==> src/rtl/selector_color_rgb.sv <==
// Button/switch front end for the VGA controller: synchronises raw inputs, debounces
// the two step buttons and produces the registered 3-bit colour code ctrl_rgb.

module selector_color_rgb_debounce #(
  parameter int DEBOUNCE_CYCLES = 500000,
  parameter int CNT_W           = 20
) (
  input  logic CLK,
  input  logic RESET,
  input  logic b_i,
  output logic press_o
);

  localparam logic [2:0] ST_IDLE         = 3'd0;
  localparam logic [2:0] ST_WAIT_PRESS   = 3'd1;
  localparam logic [2:0] ST_PRESSED      = 3'd2;
  localparam logic [2:0] ST_HELD         = 3'd3;
  localparam logic [2:0] ST_WAIT_RELEASE = 3'd4;

  localparam logic [CNT_W-1:0] CNT_LAST = CNT_W'(DEBOUNCE_CYCLES - 1);

  logic [2:0]       state_q, state_d;
  logic [CNT_W-1:0] cnt_q, cnt_d;

  // The counter only advances below CNT_LAST, so it saturates instead of wrapping.
  always_comb begin
    state_d = state_q;
    cnt_d   = cnt_q;
    case (state_q)
      ST_IDLE: begin
        if (b_i) begin
          state_d = ST_WAIT_PRESS;
          cnt_d   = '0;
        end
      end
      ST_WAIT_PRESS: begin
        if (!b_i)                  state_d = ST_IDLE;
        else if (cnt_q == CNT_LAST) state_d = ST_PRESSED;
        else                        cnt_d   = cnt_q + CNT_W'(1);
      end
      ST_PRESSED: state_d = ST_HELD;
      ST_HELD: begin
        if (!b_i) begin
          state_d = ST_WAIT_RELEASE;
          cnt_d   = '0;
        end
      end
      ST_WAIT_RELEASE: begin
        if (b_i)                    state_d = ST_HELD;
        else if (cnt_q == CNT_LAST) state_d = ST_IDLE;
        else                        cnt_d   = cnt_q + CNT_W'(1);
      end
      default: begin
        state_d = ST_IDLE;
        cnt_d   = '0;
      end
    endcase
  end

  always_ff @(posedge CLK or negedge RESET) begin
    if (!RESET) begin
      state_q <= ST_IDLE;
      cnt_q   <= '0;
    end else begin
      state_q <= state_d;
      cnt_q   <= cnt_d;
    end
  end

  assign press_o = (state_q == ST_PRESSED);

endmodule

module selector_color_rgb #(
  parameter int DEBOUNCE_CYCLES = 500000,
  parameter int CNT_W           = 20
) (
  input  logic       CLK,
  input  logic       RESET,
  input  logic       btn_next,
  input  logic       btn_prev,
  input  logic       sw_manual,
  input  logic [2:0] sw_rgb,
  output logic [2:0] ctrl_rgb,
  output logic       press_next,
  output logic       press_prev
);

  // Bit order: [0]=btn_next, [1]=btn_prev, [2]=sw_manual, [5:3]=sw_rgb.
  logic [5:0] raw;
  logic [5:0] sync1_q, sync2_q;
  logic [1:0] press;
  logic [2:0] index_q, index_d;
  logic [2:0] ctrl_rgb_q, ctrl_rgb_d;

  assign raw = {sw_rgb, sw_manual, btn_prev, btn_next};

  always_ff @(posedge CLK or negedge RESET) begin
    if (!RESET) begin
      sync1_q <= '0;
      sync2_q <= '0;
    end else begin
      sync1_q <= raw;
      sync2_q <= sync1_q;
    end
  end

  generate
    for (genvar gi = 0; gi < 2; gi++) begin : g_btn
      selector_color_rgb_debounce #(
        .DEBOUNCE_CYCLES(DEBOUNCE_CYCLES),
        .CNT_W          (CNT_W)
      ) u_debounce (
        .CLK    (CLK),
        .RESET  (RESET),
        .b_i    (sync2_q[gi]),
        .press_o(press[gi])
      );
    end
  endgenerate

  // Simultaneous next/prev presses cancel out.
  always_comb begin
    index_d = index_q;
    case (press)
      2'b01:   index_d = index_q + 3'd1;
      2'b10:   index_d = index_q - 3'd1;
      default: index_d = index_q;
    endcase
  end

  assign ctrl_rgb_d = sync2_q[2] ? sync2_q[5:3] : index_q;

  always_ff @(posedge CLK or negedge RESET) begin
    if (!RESET) begin
      index_q    <= '0;
      ctrl_rgb_q <= '0;
    end else begin
      index_q    <= index_d;
      ctrl_rgb_q <= ctrl_rgb_d;
    end
  end

  assign ctrl_rgb   = ctrl_rgb_q;
  assign press_next = press[0];
  assign press_prev = press[1];

endmodule
==> config.mk <==
export PLATFORM = sky130hd
export DESIGN_NAME = selector_color_rgb
export DESIGN_NICKNAME = d
export VERILOG_FILES = /design/src/rtl/selector_color_rgb.sv
export SDC_FILE = /design/constraint.sdc
export NUM_CORES = 1
export LEC_CHECK = 0
export ABC_AREA = 0
export BUFFER_PORTS_ARGS = -buffer_cell sky130_fd_sc_hd__buf_4
export CORE_MARGIN = 2
export CORE_UTILIZATION = 40
export DETAILED_ROUTE_END_ITERATION = 12
export GPL_TIMING_DRIVEN = 0
export PLACE_DENSITY = 0.7
export SYNTH_ARGS = -nofsm -noshare
export SYNTH_HDL_FRONTEND = slang
export SYNTH_SLANG_ARGS = --single-unit
==> constraint.sdc <==
create_clock -name CLK -period 2 [get_ports CLK]
set_input_delay 0.2 -clock CLK [delete_from_list [all_inputs] [get_ports CLK]]
set_output_delay 0.2 -clock CLK [all_outputs]
set_load 0.01 [all_outputs]
# Word-level counts from Yosys, hierarchy flattened
# Index checks and enable logic that the tools add are counted.
totals:
  latch_bits: 0
  mem_bits_rw: 0
  romBits: 0
  reg_bits: 64
  memories: 0
  inputBits: 8
classes:
  n_mul: 0
  muxes: 28
  n_addsub: 4
  shifts: 0
  reduce_logical: 7
  order_cmp: 0
  div: 0
  eq_ne: 24
  bitwise_logic: 2
ops:
  columns: ["cell", "count"]
  rows:
  - ["$mux 20", 10]
  - ["$pmux 20 s5", 2]
  - ["$add 20x1->20 const B", 2]
  - ["$eq 20x19->1 const B", 2]
  - ["$mux 3", 13]
  - ["$pmux 3 s5", 2]
  - ["$ne 2x2->1 const B", 8]
  - ["$eq 3x2->1 const B", 4]
  - ["$ne 3x2->1 const B", 4]
  - ["$reduce_and 5->1", 2]
  - ["$reduce_and 4->1", 2]
  - ["$eq 3x1->1 const B", 2]
  - ["$eq 3x3->1 const B", 2]
  - ["$logic_not 3->1", 2]
  - ["$pmux 3 s2", 1]
  - ["$add 3x1->3 const B", 1]
  - ["$sub 3x1->3 const B", 1]
  - ["$eq 2x1->1 const B", 1]
  - ["$eq 2x2->1 const B", 1]
  - ["$not 1->1", 2]
  - ["$reduce_bool 2->1", 1]

# Longest topological paths before layout
depth:
  ltp_word: 4
  depth_mapped: 9
  depth_no_buf: 8

# Cells and area by module
# From an unflattened synthesis, not the netlist that was laid out.
unflattened:
  cells_unflattened: 359
  hier_area_um2: 3442.1
modules_own_cells:
  columns: ["mod", "area_each_um2", "seq_area_each_um2", "cells_each", "n_inst"]
  rows:
  - ["selector_color_rgb_debounce", 1440.1, 575.6, 165, 2]
  - ["selector_color_rgb", 561.8, 450.4, 29, 1]

# Least setup slack after synthesis
# No wires, ideal clock.
synth_timing:
  path_kind: "register to register"
  startpoint: "register g_btn[1].u_debounce.state_q[2]"
  endpoint: "register index_q[2]"
  setup_slack_ps: -40
  t_required_ps: 1921
  path_stages_with_launch: 9
  arrival_time_ps: 1961
  n_path_buf: 1
  path_cell_list: "dfrtp_1 > clkbuf_1 > nor3_1 > ha_1 > inv_1 > fa_1 > xor2_1 > nor2_1 > xor2_1"
synth_between:
  elab_chain_len: 3
  elab_cells_between_ends: 5
  classes_between: "eq/ne (3); mux (1); reduce/logical (1)"
synth_lines:
  columns: ["element", "line", "text"]
  rows:
  - ["from (decl)", "22", "logic [2:0] state_q, state_d;"]
  - ["from (signal assigned)", "65", "state_q <= state_d;"]
  - ["$eq 3x2->1 (*)", "70", "assign press_o = (state_q == ST_PRESSED);"]
  - ["net press_prev", "86", "output logic press_prev"]
  - ["$eq 2x2->1 or $eq 2x1->1 (tied branches)", "125", "case (press)"]
  - ["$pmux 3 s2 or $reduce_bool 2->1 (tied branches)", null, null]
  - ["to (signal assigned)", "139", "index_q <= index_d;"]
  - ["to (decl)", "93", "logic [2:0] index_q, index_d;"]
# Mark *: on every way through the listed nets, which the timed path passes. The rest lies on a longest branch.
# A chain may end at the register's enable or synchronous reset.

# Final worst setup path
layout_timing:
  startpoint: "register g_btn[1].u_debounce.cnt_q[16]"
  endpoint: "register g_btn[1].u_debounce.cnt_q[5]"
layout_between:
  elab_chain_len: 4
  elab_cells_between_ends: 5
  classes_between: "eq/ne (1); mux (4)"
layout_lines:
  columns: ["element", "line", "text"]
  rows:
  - ["from (decl)", "23", "logic [CNT_W-1:0] cnt_q, cnt_d;"]
  - ["from (signal assigned)", "66", "cnt_q <= cnt_d;"]
  - ["$eq 20x19->1 (*)", "38, 50", null]
  - ["$mux 20 (*)", null, null]
  - ["$mux 20 (on tied branches)", null, null]
  - ["$pmux 20 s5 (*)", null, null]
# Every way passes the cells marked *; elsewhere a longest branch is shown, timed or not. The select of a mux whose other input is x is not followed.

==> out/qor.yml <==
synth:
  syn_nets: 368
  synth_seq_area_share_pct: 47.2
  synth_flop_cell: "dfrtp_1"
  avgSynthCellArea_um2: 9.52
  synth.area.top_cells: "dfrtp_1 47%, nand3_1 3.2%, nand2_1 3.2%, o21ai_1 3.1%, a211o_1 2.8%"
  async_flop_share_pct: 100
  ys.warnings.count: 0
  synth_top_area_cell: "dfrtp_1"
  synth_edf_count: 0
  yosysTopAreaCellShare_pct: 47.2
  yosysUniqueCellTypes: 54
  synth_area_mm2: 0.00339
  ys_seq_elements: 64
  synthCells: 356
timing:
  fmax_ghz: 0.475
  slew_violations: 0
  period_minus_slack_ps: 2100
  final_hold_viol_count: 0
  fin_crit_sh_pct: 105
  setup_viol: 22
  maxSlewHeadroom_pct: 45.8
  tightest_slew_ps: 813
  rsz0062_at_grt: "yes"
  fin_tns_setup_ps: -1400
  layout_setup_ws_ps: -104
  fin_skew_ps: 14.6
  whs_ps: 342
global_route:
  antenna_found_initial: 0
  grt_max_degree: 65
  grt_pass1_wl_um: 12300
  overflow: 0
  grt_pass1_vias: 2664
  track_usage_pct: 17.3
drt:
  dr.pass1.iters: 4
  dr.first_iter.drc_count: 143
  antenna_left: 0
  vias: 3043
  wl_um: 8520
  routedWlPerCell_um: 16.0
  drc_errors: 0
  via_per_inst: 5.71
clock_tree:
  clock_latency_ps: 350
  root_buffer: "clkbuf_8"
  cts.sinks: 64
  cts.clk_slew.worst_paths_ps: 80
  h-tree-depth: 3
  numCtsBuffers: 9
  clockBufferDepth: 2
  cts_tree: "yes"
flow_run:
  cap_violations: 0
die:
  die_h_um: 96.1
  num_rows: 33
  design.core.area_mm2: 0.00822
  die_w_um: 96.1
  start_util_pct: 41.3
  dieArea_mm2: 0.00923
  num_io_pins: 13
pwr:
  sw_frac_of_total_pct: 23.9
  max-vdd-ir-drop_mv: 0.512
  p_sw_w: 0.000707
  power_leakage_nw: 2.03
  power_frac_comb_pct: 11.0
  power.density_mw_per_mm2: 653
  p_int_w: 0.00225
  power_frac_seq_pct: 46.6
  clockPowerShare_pct: 42.4
layout:
  area_growth_pct: 33.8
  nNetsFinal: 436
  diodes: 0
  nFillCells: 677
  drive_above_1_share_pct: 35.0
worst_setup_path:
  worstSetupStartpointType: "flip-flop"
  cp.depth: 8
  critPathKind: "flip-flop to flip-flop"
  slowest_stage: "dfrtp_1"
  r2r_cells: 8
  cp_top_family: "compound AO/OA/AOI/OAI gates"
  crit_arrival_ps: 2340
  end_kind: "flip-flop"
  critPathRequiredTime_ps: 2230
  path_buf_inv: 2
  path_cells: "and4_1 -> nand4_1 -> buf_4 -> o311ai_4 -> o211a_4 -> buf_6 -> o21ai_1 -> o31ai_1"
  path_max_fanout: 6
  cp_slowest_stage_delay_ps: 460
place:
  hpwl_um: 4710
  portBuffers: 12
  gp_congestion: 0.812
outcome:
  run_status: "complete, but fails checks"
  failed_checks: "negative setup slack"
worst_hold_path:
  hold_depth: 0
  min_path_type: "flip-flop to flip-flop"
-- sequential cells by signal, summed over array words and instances (netlist names) --
signal and cells:
g_btn.u_debounce.state_q 6, ctrl_rgb 3, sync1_q 6, index_q 3
g_btn.u_debounce.cnt_q 40, sync2_q 6
-- repair_timing --
action,4_1_cts,5_1_grt
setup endpoints to repair,37,38
resized for setup,18,72
hold endpoints to repair,70,0
buffers inserted,10,25
hold buffers,7,0
cloned,0,6
pin swaps,9,31
-- worst reg2reg max path, delay by kind of cell, from the launching register on --
kind	cells	cell delay [ps]
DFF	1	460
buffers and inverters	2	340
AOI/OAI and AO/OA	4	690
and+or+nand+nor	2	530
-- layout by cell type, fill, tap and decap left out, types with 11 or more instances in the layout --
master	synthesis	layout
dfrtp_2	0	16
o31ai_1	11	11
inv_1	13	13
buf_4	2	46
nand3_1	22	22
nor2_1	20	17
buf_6	2	11
nand2_1	29	26
a211o_1	11	11
nor3_1	14	12
a21oi_1	15	13
clkbuf_8	0	11
dfrtp_1	64	48
o21ai_0	15	13
o21ai_2	0	14
-- cell type report --
class	instances	area (µm²)	area share, %
tap	105	131	2.90
timing repair buffer	60	499	11.0
sequential	64	1620	35.7
buffer	12	120	2.65
clock inverter	3	65.1	1.43
multi-input combinational	264	1900	41.8
clock buffer	12	155	3.42
inverter	13	48.8	1.08
-- per-layer routing --
layer	vias to the layer above	track usage, %	part of all wire, %
li1	1454	-	-
met2	60	28.6	51
met4	0	5.71	1.7
met5	-	0	0
met1	1512	21.1	44
met3	17	5.72	3.4
-- cells by family after synthesis --
kind of cell             synth area share, %
flip-flops                              47.2
AND/OR/NAND/NOR                         25.9
buffers and inverters                   4.32
multiplexers                           0.627
adder cells (fa/ha/maj)                 1.70
XOR/XNOR                                1.29
AO/OA/AOI/OAI                           18.9
-- stage by stage --
step | std cells | utilization (%) | area, µm² | setup slack [ps] | total power (W)
global route | 533 | 55.2 | 4540 | -196 | 0.00309
detailed placement | 473 | 44.1 | 3620 | -254 | 0.00160
CTS | 505 | 49.2 | 4050 | -24.0 | 0.00289
finish | 533 | 55.2 | 4540 | -104 | 0.00296
global placement | 473 | 44.1 | 3620 | -265 | 0.00159
floorplan | 356 | - | 3400 | 3.65 | 0.00152
-- final timing paths --
path / startpoint / endpoint / slack [ps]
min: sync1_q[0] / sync2_q[0] / 340
max in group asynchronous: RESET / g_btn[1].u_debounce.state_q[2] / 920
max: g_btn[1].u_debounce.cnt_q[16] / g_btn[1].u_debounce.cnt_q[5] / -100
min in group asynchronous: RESET / g_btn[0].u_debounce.state_q[2] / 470
min reg2reg: sync1_q[0] / sync2_q[0] / 340
max reg2reg: g_btn[1].u_debounce.cnt_q[16] / g_btn[1].u_debounce.cnt_q[5] / -100
-- power groups by stage --
| stage | Sequential, W | Clock [W] | Combinational, W |
|---|---|---|---|
| detailed placement | 0.00139 | 0 | 0.000206 |
| finish | 0.00138 | 0.00126 | 0.000325 |
| floorplan | 0.00139 | 0 | 0.000128 |
| global placement | 0.00139 | 0 | 0.000201 |
| CTS | 0.00137 | 0.00128 | 0.000247 |
| global route | 0.00139 | 0.00134 | 0.000361 |
-- synthesized netlist by cell type (6+ instances only) --
library cell	number
or3_1	6
a31oi_1	9
o21ai_1	21
nor3_1	14
buf_2	6
nand2b_1	8
a21oi_1	15
o31ai_1	11
o21ai_0	15
nor2_1	20
nand2_1	29
nor2b_1	6
dfrtp_1	64
nand4_1	8
and3_1	13
nand3_1	22
inv_1	13
a211o_1	11
Power figures use the tool's default switching activity.
